<file path="src/rtl/contador_sched.sv">
`default_nettype none
// ============================================================================
// Module   : contador_sched
// Purpose  : Round-robin scheduler sharing one WIDTH-bit up-counter between
//            two requesters, with grant/completion pulses and early abort.
// Revision : 1.0 - initial release
// ============================================================================
module contador_sched #(
    parameter int WIDTH = 4
) (
    input  logic             clk,
    input  logic             reset,
    input  logic             req0,
    input  logic [WIDTH-1:0] start0,
    input  logic [WIDTH-1:0] stop0,
    output logic             ack0,
    output logic             done0,
    input  logic             req1,
    input  logic [WIDTH-1:0] start1,
    input  logic [WIDTH-1:0] stop1,
    output logic             ack1,
    output logic             done1,
    input  logic             abort,
    output logic [WIDTH-1:0] contador,
    output logic             busy,
    output logic             owner,
    output logic             aborted
);

    typedef enum logic [1:0] {
        S_IDLE  = 2'd0,
        S_GRANT = 2'd1,
        S_RUN   = 2'd2,
        S_DONE  = 2'd3
    } state_t;

    state_t           r_state;
    state_t           w_next;
    logic [WIDTH-1:0] r_stop;
    logic             r_last;
    logic [WIDTH-1:0] w_cnt_next;
    logic [WIDTH-1:0] w_cnt_inc;
    logic             w_win;
    logic             w_load;
    logic             w_finish;
    logic             w_abort_hit;

    always_comb begin
        w_next      = r_state;
        w_cnt_next  = contador;
        w_cnt_inc   = contador + WIDTH'(1);
        w_load      = 1'b0;
        w_finish    = 1'b0;
        w_abort_hit = 1'b0;
        // On a tie the requester that did not own the counter last wins.
        w_win       = (req0 & req1) ? ~r_last : req1;

        case (r_state)
            S_IDLE: begin
                if (req0 | req1) begin
                    w_next     = S_GRANT;
                    w_load     = 1'b1;
                    w_cnt_next = w_win ? start1 : start0;
                end
            end
            S_GRANT, S_RUN: begin
                if (abort) begin
                    w_next      = S_DONE;
                    w_finish    = 1'b1;
                    w_abort_hit = 1'b1;
                end else if ((r_state == S_GRANT) && (contador == r_stop)) begin
                    w_next   = S_DONE;
                    w_finish = 1'b1;
                end else begin
                    // The grant cycle already counts as the first step of a run.
                    w_cnt_next = w_cnt_inc;
                    if (w_cnt_inc == r_stop) begin
                        w_next   = S_DONE;
                        w_finish = 1'b1;
                    end else begin
                        w_next = S_RUN;
                    end
                end
            end
            S_DONE: begin
                w_next = S_IDLE;
            end
            default: begin
                w_next = S_IDLE;
            end
        endcase
    end

    always_ff @(posedge clk) begin
        if (reset) begin
            r_state  <= S_IDLE;
            contador <= '0;
            r_stop   <= '0;
            r_last   <= 1'b1;
            owner    <= 1'b0;
            busy     <= 1'b0;
            ack0     <= 1'b0;
            ack1     <= 1'b0;
            done0    <= 1'b0;
            done1    <= 1'b0;
            aborted  <= 1'b0;
        end else begin
            r_state  <= w_next;
            contador <= w_cnt_next;
            busy     <= (w_next != S_IDLE);
            ack0     <= w_load & ~w_win;
            ack1     <= w_load &  w_win;
            done0    <= w_finish & ~owner;
            done1    <= w_finish &  owner;
            aborted  <= w_abort_hit;
            if (w_load) begin
                owner  <= w_win;
                r_last <= w_win;
                r_stop <= w_win ? stop1 : stop0;
            end
        end
    end

endmodule
`default_nettype wire

</file>
<file path="config.mk">
export PLATFORM = sky130hd
export DESIGN_NAME = contador_sched
export DESIGN_NICKNAME = d
export VERILOG_FILES = /design/src/rtl/contador_sched.sv
export SDC_FILE = /design/constraint.sdc
export NUM_CORES = 1
export LEC_CHECK = 0
export CORE_AREA = 2 2 49 51
export CTS_CLUSTER_DIAMETER = 200
export DETAILED_ROUTE_END_ITERATION = 10
export DIE_AREA = 0 0 51 53
export GPL_TIMING_DRIVEN = 0
export HOLD_SLACK_MARGIN = 0.15
export PLACE_DENSITY = 0.77
export RECOVER_POWER = 100
export SLEW_MARGIN = 10
export SYNTH_ARGS = -nofsm -noshare
export SYNTH_HDL_FRONTEND = slang
export SYNTH_SLANG_ARGS = --single-unit
export TNS_END_PERCENT = 50
</file>
<file path="constraint.sdc">
create_clock -name clk -period 1.9 [get_ports clk]
set_input_delay 0.38 -clock clk [delete_from_list [all_inputs] [get_ports clk]]
set_output_delay 0.38 -clock clk [all_outputs]
set_load 0.02 [all_outputs]
</file>
==> Word-level counts from Yosys, hierarchy flattened <==
Index checks and enable logic that the tools add are counted.
{ "classes": {"add_sub_neg": 1, "n_mux": 19, "eq_ne": 8, "n_reduce_logical": 7, "order_cmp": 0, "div_mod_pow": 0, "bitwise": 10, "shifts": 0, "multipliers": 0} }
{ "op_table": {"columns": ["cell", "n"], "rows": [
  ["4-bit 2-to-1 mux", 5],
  ["1-bit 2-to-1 mux", 11],
  ["4-bit == test", 2],
  ["4-bit case mux with 2 select lines", 1],
  ["2-bit inequality test, second input constant", 3],
  ["2-bit case mux with 3 select lines", 1],
  ["1-bit bitwise AND", 5],
  ["4-bit by 1-bit adder with 4-bit output, second input constant", 1],
  ["2-bit == test, second input constant", 2],
  ["1-bit inverter", 4],
  ["4-bit AND reduction", 1],
  ["2-bit nonzero test", 2],
  ["2-bit OR reduction", 2],
  ["2-bit by 1-bit == test with 1-bit output, second input constant", 1],
  ["2-bit zero test", 1],
  ["2-bit 2-to-1 mux", 1],
  ["1-bit logical AND", 1],
  ["1-bit bitwise OR", 1]
]} }
{ "word_totals": {"wordCells": 56, "reg_bits": 18, "memories": 0, "romBits": 0, "latch_bits": 0, "mem_bits_rw": 0, "input_bits": 21} }

==> Depth between registers and ports, before layout <==
Gate-level depths: netlist (run 1).
{ "depth": {"word_depth": 7, "depth_mapped": 7, "depth_no_buf": 7} }

==> Least setup slack after synthesis (run 1) <==
No wires, ideal clock.
{ "synth_timing": {"path_kind": "reg-to-reg", "from": "register contador[2]", "to": "register contador[1]", "slack_ns": 0.108, "setup_ns": 0.123, "path_buffers": 0, "path_stages_with_launch": 6, "t_arrival_ns": 1.669, "cell_sequence": "dfxtp_1 > xor2_1 > or3_4 > o21ai_4 > or2b_4 > mux2_1"} }
{ "synth_via": {"elab_chain_cells": 4} }
{ "synth_lines": {"columns": ["element", "line_no", "text"], "rows": [
  ["start, declared", "24", "output logic [WIDTH-1:0] contador,"],
  ["start signal, assigned", "109", "contador <= w_cnt_next;"],
  ["4-bit == test", "71", "end else if ((r_state == S_GRANT) && (contador == r_stop)) begin"],
  ["1-bit logical AND", "71", null],
  ["2-bit inequality test (no source line)", null, null],
  ["4-bit AND reduction (no source line)", null, null]
]} }
Every way passes these cells.
A chain may end at the register's enable or synchronous reset.

==> Worst setup path in the final report (run 1) <==
{ "layout_timing": {"from": "register r_state[0]", "to": "register contador[1]"} }
{ "layout_via": {"elab_chain_cells": 4, "elab_cells_between_ends": 11, "cone_classes": "eq/ne (5); mux (1); reduce/logical (5)"} }
{ "layout_lines": {"columns": ["element", "line_no", "text"], "rows": [
  ["start, declared", "37", "state_t r_state;"],
  ["start signal, assigned", "108", "r_state <= w_next;"],
  ["2-bit by 1-bit == test with 1-bit output or 2-bit == test (tied branches)", "58, 71", null],
  ["2-bit OR reduction or 1-bit logical AND (tied branches)", "58, 71", null],
  ["2-bit inequality test (no source line) or 2-bit nonzero test (tied branches)", null, null],
  ["4-bit AND reduction (no source line)", null, null]
]} }
Parallel ways exist; a longest one is shown, timed or not.

==> results of run 1 <==
[critical path, cell delays in order (launching register included)]
cell	delay [ns]
dfxtp_1	0.37
inv_1	0.07
ha_1	0.32
buf_2	0.19
nand2_1	0.11
o21ai_4	0.10
or2b_4	0.26
mux2_1	0.31
[final timing paths]
path | slack (ns) | to | depth (start not counted)
hold reg to reg | 0.47 | done0 | 1
setup / recovery | 0.05 | contador[1] | 7
setup reg to reg | 0.05 | contador[1] | 7
hold / removal | 0.47 | done0 | 1
[cell families after synthesis]
logic type,after synthesis
compound gates,27
xor+xnor,7
fa+ha+maj,3
buf+inv,8
flops,18
mux,5
simple gates,32
[layout by cell type (no fill, tap or decap), types with 2 or more instances in the layout]
| master | instances |
|---|---|
| mux2i_1 | 4 |
| nor2_1 | 9 |
| o22ai_1 | 2 |
| a222oi_1 | 2 |
| nor2b_1 | 3 |
| dfxtp_1 | 18 |
| a22oi_1 | 2 |
| nand3_1 | 3 |
| xor2_1 | 4 |
| o21ai_1 | 5 |
| a21oi_1 | 3 |
| dlygate4sd3_1 | 10 |
| clkbuf_1 | 2 |
| xnor2_1 | 3 |
| clkdlybuf4s50_1 | 21 |
| nand3b_1 | 2 |
| ha_1 | 3 |
| nor3_1 | 2 |
| inv_1 | 5 |
| a311oi_1 | 2 |
| clkbuf_4 | 3 |
| a22o_1 | 2 |
| o21ai_4 | 2 |
| nand2_1 | 4 |
| o21ai_0 | 2 |
[per-stage QoR]
stage / std cells / cell area, um2
after floorplan: 100 / 930
after global placement: 159 / 1270
after detailed placement: 159 / 1270
after CTS: 163 / 1320
after global routing: 163 / 1320
final: 163 / 1320
[repair_timing]
action,4_1_cts,5_1_grt
pin swaps,0,1
endpoints found under the setup margin,2,2
gates resized for setup,2,3
hold buffers,0,0
[metal layers]
metal	track usage [%]	up-vias	routed length [um]	part of all wire [%]
li1	-	432	-	-
met1	20.1	394	920	45
met2	27.3	28	978	48
met3	3.67	5	106	5.2
met4	10.4	0	41	2.0
met5	0	-	0	0
[power by group through the flow]
stage                     Sequential, W  Clock [W]  Combinational (W)
after floorplan                0.000684          0           0.000659
after global placement         0.000602          0            0.00105
after detailed placement       0.000606          0            0.00107
after CTS                      0.000596   0.000245            0.00109
after global routing           0.000608   0.000255            0.00121
final                          0.000589   0.000242            0.00110
[cell type report]
class	instances	area, um2	area share [%]
timing repair buffer	31	310	23.5
buffer	3	12.5	0.948
clock buffer	4	36.3	2.75
multi-input combinational	74	547	41.4
inverter	5	18.8	1.42
sequential	18	360	27.3
tap	28	35.0	2.65
==> metrics.cfg, run 1 <==
[logic_synthesis]
synth.area.mux_share_pct=5.52
ys.flop_type=dfxtp_1
ys.warnings.count=0
seq_area_frac_synth_pct=38.8
synth_edf_count=0
syn_avg_cell_area_um2=9.30
synth_top_area_share_pct=38.8
synth-seq-cells=18
syn_area_um2=930
syn_inst=100
ys_types=37
synthTopCellsByArea=dfxtp_1 (39%), mux2i_1 (4.3%), ha_1 (4.0%)
synth_common_cells=dfxtp_1 (18), nor2_1 (9), o21ai_1 (6), inv_1 (5)
synth_fa_ha_area_share_pct=4.04
synth_compound_area_share_pct=21.8
synth_top_family_by_area=compound AO/OA/AOI/OAI gates
yosys.area_share.simple_pct=19.9
async_reset_ff_share_pct=0
synth_most_common_cell=dfxtp_1
yosysTopAreaCell=dfxtp_1
synthXorXnorAreaFrac_pct=6.59
syn-num-nets=124

[flow_run]
maxCapViolations=0

[floorplan]
die_width_um=51
ioPinCount=32
dieArea_um2=2700
core_um2=2150
initial_utilization_pct=43.3
die_y_um=53
rows=17

[power]
power_w=0.00193
power_frac_seq_pct=30.5
switching_share_pct=42.2
irDropWorstVdd_v=0.000731
leakagePower_nw=0.557
comb_power_share_pct=56.9
internal_power_w=0.00111
power.share.clock_pct=12.6
power_density_nw_per_um2=1460
p_sw_w=0.000813

[placement]
io_buffers=31
place_ws_ns=-0.241
hpwlAfterDp_um=1560
gp_congestion=0.820

[timing]
period_share_pct=97.2
slew_headroom_pct=63.8
tns_ns=0
setup_viol=0
drv_slew=0
holdWs_ns=0.470
worst_pin_slew_ns=0.540
clock.fmax_mhz=541
finalHoldViolCount=0
rsz0062_at_grt=yes
skew_ns=0.00259
fin_crit_ns=1.85
postLayoutSetupSlackWorst_ns=0.0532

[layout]
num-nets-final=160
nFillCells=186
top_regs=contador x4, r_stop x4, r_state x2
finalCoreUtilization_pct=61.4
diodes=0
layout-drive-gt1-share_pct=8.89
area_growth_pct=42.0

[clocking]
clk_path_buf_depth=2
root_buffer=clkbuf_4
htreeDepth=1
postCtsSetupRepairBufs=0
numCtsBuffers=3
insertion_delay_ns=0.30
cts_tree=done
cts.sinks=18
clk_pin_slew_ns=0.11

[drt]
ant_nets=0
drcViolationCount=0
drtIter0Drc=18
drt-total-wl_um=2050
vias_per_cell=5.27
num_vias=859
avgRoutedWirePerCell_um=12.6
first_pass_iters=4

[setup_path]
arrival_ns=2.05
cp-startpoint=r_state[0]
endpoint_kind=flip-flop
worstPathRequired_ns=2.10
cp_max_fo=10
r2r_start=r_state[0]
crit_type=reg -> reg
start_kind=flip-flop

[grt]
grt_pass1_vias=793
grt_pass1_wl_um=3330
antenna_found_initial=0
grt_max_degree=11
overflow=0
grt_use_total_pct=16.8

[min_path]
hp-class=reg -> reg
min_from=owner

[run_status]
status=completed

No activity file was read; power rests on OpenSTA's default activity.
==> run 2: changes to the inputs <==
--- a/config.mk
+++ b/config.mk
@@ -6,11 +6,13 @@
 export NUM_CORES = 1
 export LEC_CHECK = 0
 export CORE_AREA = 2 2 49 51
+export CTS_BUF_LIST = sky130_fd_sc_hd__clkbuf_16
 export CTS_CLUSTER_DIAMETER = 200
 export DETAILED_ROUTE_END_ITERATION = 10
 export DIE_AREA = 0 0 51 53
 export GPL_TIMING_DRIVEN = 0
 export HOLD_SLACK_MARGIN = 0.15
+export MAX_ROUTING_LAYER = met4
 export PLACE_DENSITY = 0.77
 export RECOVER_POWER = 100
 export SLEW_MARGIN = 10
==> run 2 against run 1 <==
Power grew 12%. Clock skew shrank 0.0012 ns. Register-to-register slack gained 0.04 ns. Maximum frequency grew 0.29%. Clock power grew 75%. Worst hold slack lost 0.0036 ns. Via count grew 2.6%. Critical path type is now in -> reg. Critical endpoint is now r_stop[0]. Highest routed layer unchanged.
==> metrics.cfg, run 2 (same netlist as run 1, synthesis figures left out) <==
[layout]
num-nets-final=161  ; was 160
area_growth_pct=49.1  ; was 42.0%
most-common-layout-cells=clkdlybuf4s50_1 (19), dfxtp_1 (17), dlygate4sd3_1 (12)  ; was clkdlybuf4s50_1 (21), dfxtp_1 (18), dlygate4sd3_1 (10)
finalCoreUtilization_pct=64.5  ; was 61.4%
top_regs=contador x4, r_stop x4, r_state x2  ; unchanged
diodes=0  ; unchanged
layout_commonest_cell=clkdlybuf4s50_1  ; unchanged
layout-drive-gt1-share_pct=11.0  ; was 8.89%

[drt]
avgRoutedWirePerCell_um=13.7  ; was 12.6 um
num_vias=881  ; was 859
first_pass_iters=4  ; unchanged
drt-total-wl_um=2240  ; was 2050 um
drtIter0Drc=25  ; was 18
ant_nets=0  ; unchanged
vias_per_cell=5.37  ; was 5.27
drcViolationCount=0  ; unchanged

[clocking]
insertion_delay_ns=0.25  ; was 0.30 ns
clk_pin_slew_ns=0.05  ; was 0.11 ns
clk_path_buf_depth=2  ; unchanged
cts.sinks=18  ; unchanged
numCtsBuffers=3  ; unchanged
htreeDepth=1  ; unchanged
root_buffer=clkbuf_16  ; was clkbuf_4
cts_tree=done  ; unchanged

[timing]
fin_crit_ns=1.84  ; was 1.85 ns
holdWs_ns=0.466  ; was 0.470 ns
skew_ns=0.00135  ; was 0.00259 ns
finalHoldViolCount=0  ; unchanged
drv_slew=0  ; unchanged
rsz0062_at_grt=no  ; was yes
period_share_pct=96.9  ; was 97.2%
setup_viol=0  ; unchanged
slew_headroom_pct=69.5  ; was 63.8%
worst_pin_slew_ns=0.458  ; was 0.540 ns
clock.fmax_mhz=543  ; was 541 MHz

[setup_path]
crit_path_max_incr_delay_ns=0.54  ; was 0.37 ns
crit_type=in -> reg  ; was reg -> reg
crit_chain=clkdlybuf4s50_1 > a21boi_4 > nor4b_2 > a222oi_1 > inv_1  ; was inv_1 > ha_1 > buf_2 > nand2_1 > o21ai_4 > or2b_4 > mux2_1
arrival_ns=1.97  ; was 2.05 ns
crit_family=compound AO/OA/AOI/OAI gates  ; was flip-flops
endpoint_kind=flip-flop  ; unchanged
worstPathRequired_ns=2.03  ; was 2.10 ns
crit_buf_inv=2  ; unchanged
cp_max_fo=9  ; was 10
reg2reg_slack_ns=0.09  ; was 0.05 ns
start_kind=primary input  ; was flip-flop
cpMaxStageDelayCell=clkdlybuf4s50_1  ; was dfxtp_1

[grt]
grt_pass1_vias=811  ; was 793
antenna_found_initial=0  ; unchanged
grt_max_degree=11  ; unchanged
overflow=0  ; unchanged
grt_use_total_pct=19.3  ; was 16.8%
grt_pass1_wl_um=3600  ; was 3330 um

[placement]
io_buffers=31  ; unchanged
hpwlAfterDp_um=1560  ; unchanged
gp_congestion=0.832  ; was 0.820

[min_path]
hp-class=reg -> reg  ; unchanged

[floorplan]
ioPinCount=32  ; unchanged
dieArea_um2=2700  ; unchanged
die_y_um=53  ; unchanged
rows=17  ; unchanged
core_um2=2150  ; unchanged
die_width_um=51  ; unchanged
initial_utilization_pct=43.3  ; unchanged

[run_status]
status=completed  ; unchanged

[power]
power_w=0.00217  ; was 0.00193 W
power_density_nw_per_um2=1560  ; was 1460 nW/um2
irDropWorstVdd_v=0.000755  ; was 0.000731 V
leakagePower_nw=0.592  ; was 0.557 nW

[flow_run]
maxCapViolations=0  ; unchanged

## run 2: cell types whose count changed in the layout (fill, tap and decap cells not counted), moves of 2 or more
cell,change
o21ai_1,-2
buf_4,+2
clkbuf_4,-3
dlygate4sd3_1,+2
clkbuf_16,+3
clkdlybuf4s50_1,-2
## run 2: metrics by stage
step | cells | setup TNS [ns] | worst slack [ns] | area [um2]
after global placement | 159 | -0.508 | -0.238 | 1270
final | 164 | 0 | 0.0585 | 1390
after detailed placement | 159 | -0.570 | -0.241 | 1270
after CTS | 163 | 0 | 0.0137 | 1360
after global routing | 164 | 0 | 0.0162 | 1390
after floorplan | 100 | 0 | 0.108 | 930
## run 2: worst register-to-register path, delay by kind of cell (launching register included)
kind	cells	cell delay (ns)
simple gates	2	0.56
flops	1	0.44
mux	1	0.31
compound gates	1	0.26
xor+xnor	1	0.13
## run 2: what timing repair did
| item | CTS | global route |
|---|---|---|
| pin swaps | 0 | 1 |
| hold buffers | 0 | 0 |
| gates resized for setup | 2 | 7 |
| endpoints found under the setup margin | 2 | 3 |
| setup buffers | 0 | 1 |
## run 2: report_power, final
group	leakage (nW)	switching [W]	internal [W]	total, W
clock network	0.0385	0.000144	0.000280	0.000424
registers	0.148	0.0000916	0.000506	0.000597
logic	0.405	0.000619	0.000527	0.00115
total	0.592	0.000854	0.00131	0.00217
## run 2: final timing paths
| path | cells after the start | to | from |
|---|---|---|---|
| max reg2reg | 5 | contador[1] | contador[0] |
| max | 5 | r_stop[0] | req1 |
| min reg2reg | 1 | done0 | owner |
| min | 1 | done0 | owner |
## run 2: cell type report
type / instances / area [um2]
Fill cell: 176 / 762
Multi-Input combinational cell: 74 / 558
Sequential cell: 18 / 362
Timing Repair Buffer: 32 / 318
Clock buffer: 3 / 75.1
Tap cell: 28 / 35.0
Inverter: 5 / 18.8
Buffer: 3 / 16.3
Clock inverter: 1 / 3.75
## run 2: routing by layer
layer / global-route usage, % / vias to the layer above / wire [um]
li1: - / 439 / -
met1: 20.4 / 395 / 909
met2: 31.0 / 38 / 1090
met3: 4.24 / 9 / 143
met4: 16.2 / 0 / 103
met5: - / - / 0
==> run 3: changes to the inputs <==
--- a/config.mk
+++ b/config.mk
@@ -5,15 +5,16 @@
 export SDC_FILE = /design/constraint.sdc
 export NUM_CORES = 1
 export LEC_CHECK = 0
-export CORE_AREA = 2 2 49 51
+export CAP_MARGIN = 20
+export CORE_AREA = 2 2 45 57
 export CTS_BUF_LIST = sky130_fd_sc_hd__clkbuf_16
 export CTS_CLUSTER_DIAMETER = 200
 export DETAILED_ROUTE_END_ITERATION = 10
-export DIE_AREA = 0 0 51 53
+export DIE_AREA = 0 0 47 59
 export GPL_TIMING_DRIVEN = 0
 export HOLD_SLACK_MARGIN = 0.15
 export MAX_ROUTING_LAYER = met4
-export PLACE_DENSITY = 0.77
+export PLACE_DENSITY = 0.74
 export RECOVER_POWER = 100
 export SLEW_MARGIN = 10
 export SYNTH_ARGS = -nofsm -noshare
==> run 3 against run 2 <==
Die area grew 2.6%. Power grew 3.9%. First-iteration DRC count shrank 8.0%. Critical path depth is the same. Sequential share of layout area shrank 0.39 points. Largest power group unchanged.
==> metrics.cfg, run 3 (same netlist as run 1, synthesis figures left out) <==
[run_status]
status=completed  ; unchanged

[setup_path]
arrival_ns=1.92  ; was 1.97 ns
cp_max_fo=8  ; was 9
start_kind=flip-flop  ; was primary input
endpoint_kind=flip-flop  ; unchanged
worstPathRequired_ns=2.03  ; about the same
crit_type=reg -> reg  ; was in -> reg

[floorplan]
die_width_um=47  ; was 51 um
core_um2=2190  ; was 2150 um2
rows=19  ; was 17
ioPinCount=32  ; unchanged
dieArea_um2=2770  ; was 2700 um2
initial_utilization_pct=42.5  ; was 43.3%
die_y_um=59  ; was 53 um

[clocking]
clk_path_buf_depth=2  ; unchanged
htreeDepth=1  ; unchanged
numCtsBuffers=3  ; unchanged
root_buffer=clkbuf_16  ; unchanged
insertion_delay_ns=0.25  ; about the same
cts_hold_buf=0  ; unchanged
cts_tree=done  ; unchanged
cts.sinks=18  ; unchanged
clk_pin_slew_ns=0.05  ; about the same

[timing]
setup_viol=0  ; unchanged
drv_slew=0  ; unchanged
fin_crit_ns=1.79  ; was 1.84 ns
slew_headroom_pct=65.3  ; was 69.5%
tns_ns=0  ; unchanged
skew_ns=0.00201  ; was 0.00135 ns
rsz0062_at_grt=no  ; unchanged
postLayoutSetupSlackWorst_ns=0.111  ; was 0.0585 ns
finalHoldViolCount=0  ; unchanged
clock.fmax_mhz=559  ; was 543 MHz
worst_pin_slew_ns=0.513  ; was 0.458 ns
period_share_pct=94.1  ; was 96.9%

[layout]
num-nets-final=162  ; was 161
top_regs=contador x4, r_stop x4, r_state x2  ; unchanged
finalCoreUtilization_pct=64.1  ; was 64.5%
multi_input_area_um2=564  ; was 558 um2
most-common-layout-cells=clkdlybuf4s50_1 (31), dfxtp_1 (18), nor2_1 (9)  ; was clkdlybuf4s50_1 (19), dfxtp_1 (17), dlygate4sd3_1 (12)
design_area_um2=1400  ; was 1390 um2
layout-drive-gt1-share_pct=10.9  ; was 11.0%
area_growth_pct=50.9  ; was 49.1%
diodes=0  ; unchanged
seqCellArea_um2=360  ; was 362 um2
instances_no_fill=168  ; was 164
layout_commonest_cell=clkdlybuf4s50_1  ; unchanged
nFillCells=184  ; was 176

[min_path]
hp-class=reg -> reg  ; unchanged

[power]
irDropWorstVdd_v=0.000777  ; was 0.000755 V
power_density_nw_per_um2=1600  ; was 1560 nW/um2
leakagePower_nw=0.565  ; was 0.592 nW

[placement]
place_ws_ns=-0.232  ; was -0.241 ns
io_buffers=31  ; unchanged
hpwlAfterDp_um=1630  ; was 1560 um
place_inst=162  ; was 159
gp_congestion=0.852  ; was 0.832
place_area_um2=1280  ; was 1270 um2

[grt]
antenna_found_initial=0  ; unchanged
grt_use_total_pct=19.0  ; was 19.3%
grt_max_degree=11  ; unchanged
grt_pass1_vias=950  ; was 811
overflow=0  ; unchanged
grt_pass1_wl_um=3810  ; was 3600 um

[drt]
ant_nets=0  ; unchanged
avgRoutedWirePerCell_um=13.5  ; was 13.7 um
first_pass_iters=5  ; was 4
drtIter0Drc=23  ; was 25
drcViolationCount=0  ; unchanged
num_vias=895  ; was 881
drt-total-wl_um=2280  ; was 2240 um
vias_per_cell=5.33  ; was 5.37

[flow_run]
maxCapViolations=0  ; unchanged

run 3: per-layer routing:
metal | GRT usage [%] | vias up | routed length, um
met2 | 33.5 | 28 | 1220
met3 | 2.74 | 8 | 78
met1 | 20.5 | 427 | 919
met5 | - | - | 0
li1 | - | 432 | -
met4 | 7.94 | 0 | 57
run 3: area by class of cell:
class / instances / share of cell area (%)
Clock inverter: 1 / 0.268
Clock buffer: 3 / 5.35
Tap cell: 31 / 2.77
Buffer: 3 / 1.16
Timing Repair Buffer: 33 / 23.2
Sequential cell: 18 / 25.7
Inverter: 5 / 1.34
Multi-Input combinational cell: 74 / 40.2
run 3: path summary, 6_finish.rpt:
path / cells past startpoint / startpoint / endpoint / slack (ns)
max: 5 / contador[2] / contador[1] / 0.11
max reg2reg: 5 / contador[2] / contador[1] / 0.11
min reg2reg: 2 / r_stop[2] / r_stop[2] / 0.49
min: 2 / r_stop[2] / r_stop[2] / 0.49
run 3: repair_timing:
action | CTS | global route
endpoints found under the setup margin | 3 | 4
pin swaps | 0 | 1
buffers inserted | 0 | 2
resized for setup | 2 | 7
run 3: stage by stage:
stage          hold WS, ns  total power (W)
3_3_place_gp         0.468          0.00166
2_1_floorplan        0.454          0.00134
6_report             0.493          0.00225
3_5_place_dp         0.479          0.00168
5_1_grt              0.530          0.00239
4_1_cts              0.494          0.00212
run 3: power breakdown:
part,switching [W],leakage [nW],internal (W)
clock,0.000134,0.0385,0.000279
combinational,0.000642,0.378,0.000594
sequential,0.0000972,0.148,0.000504
total,0.000873,0.565,0.00138
run 3: critical path: stages (launching register included):
cell	delay, ns
dfxtp_1	0.35
xor2_1	0.20
or3_4	0.41
o21ai_4	0.25
or2b_4	0.17
mux2_1	0.30
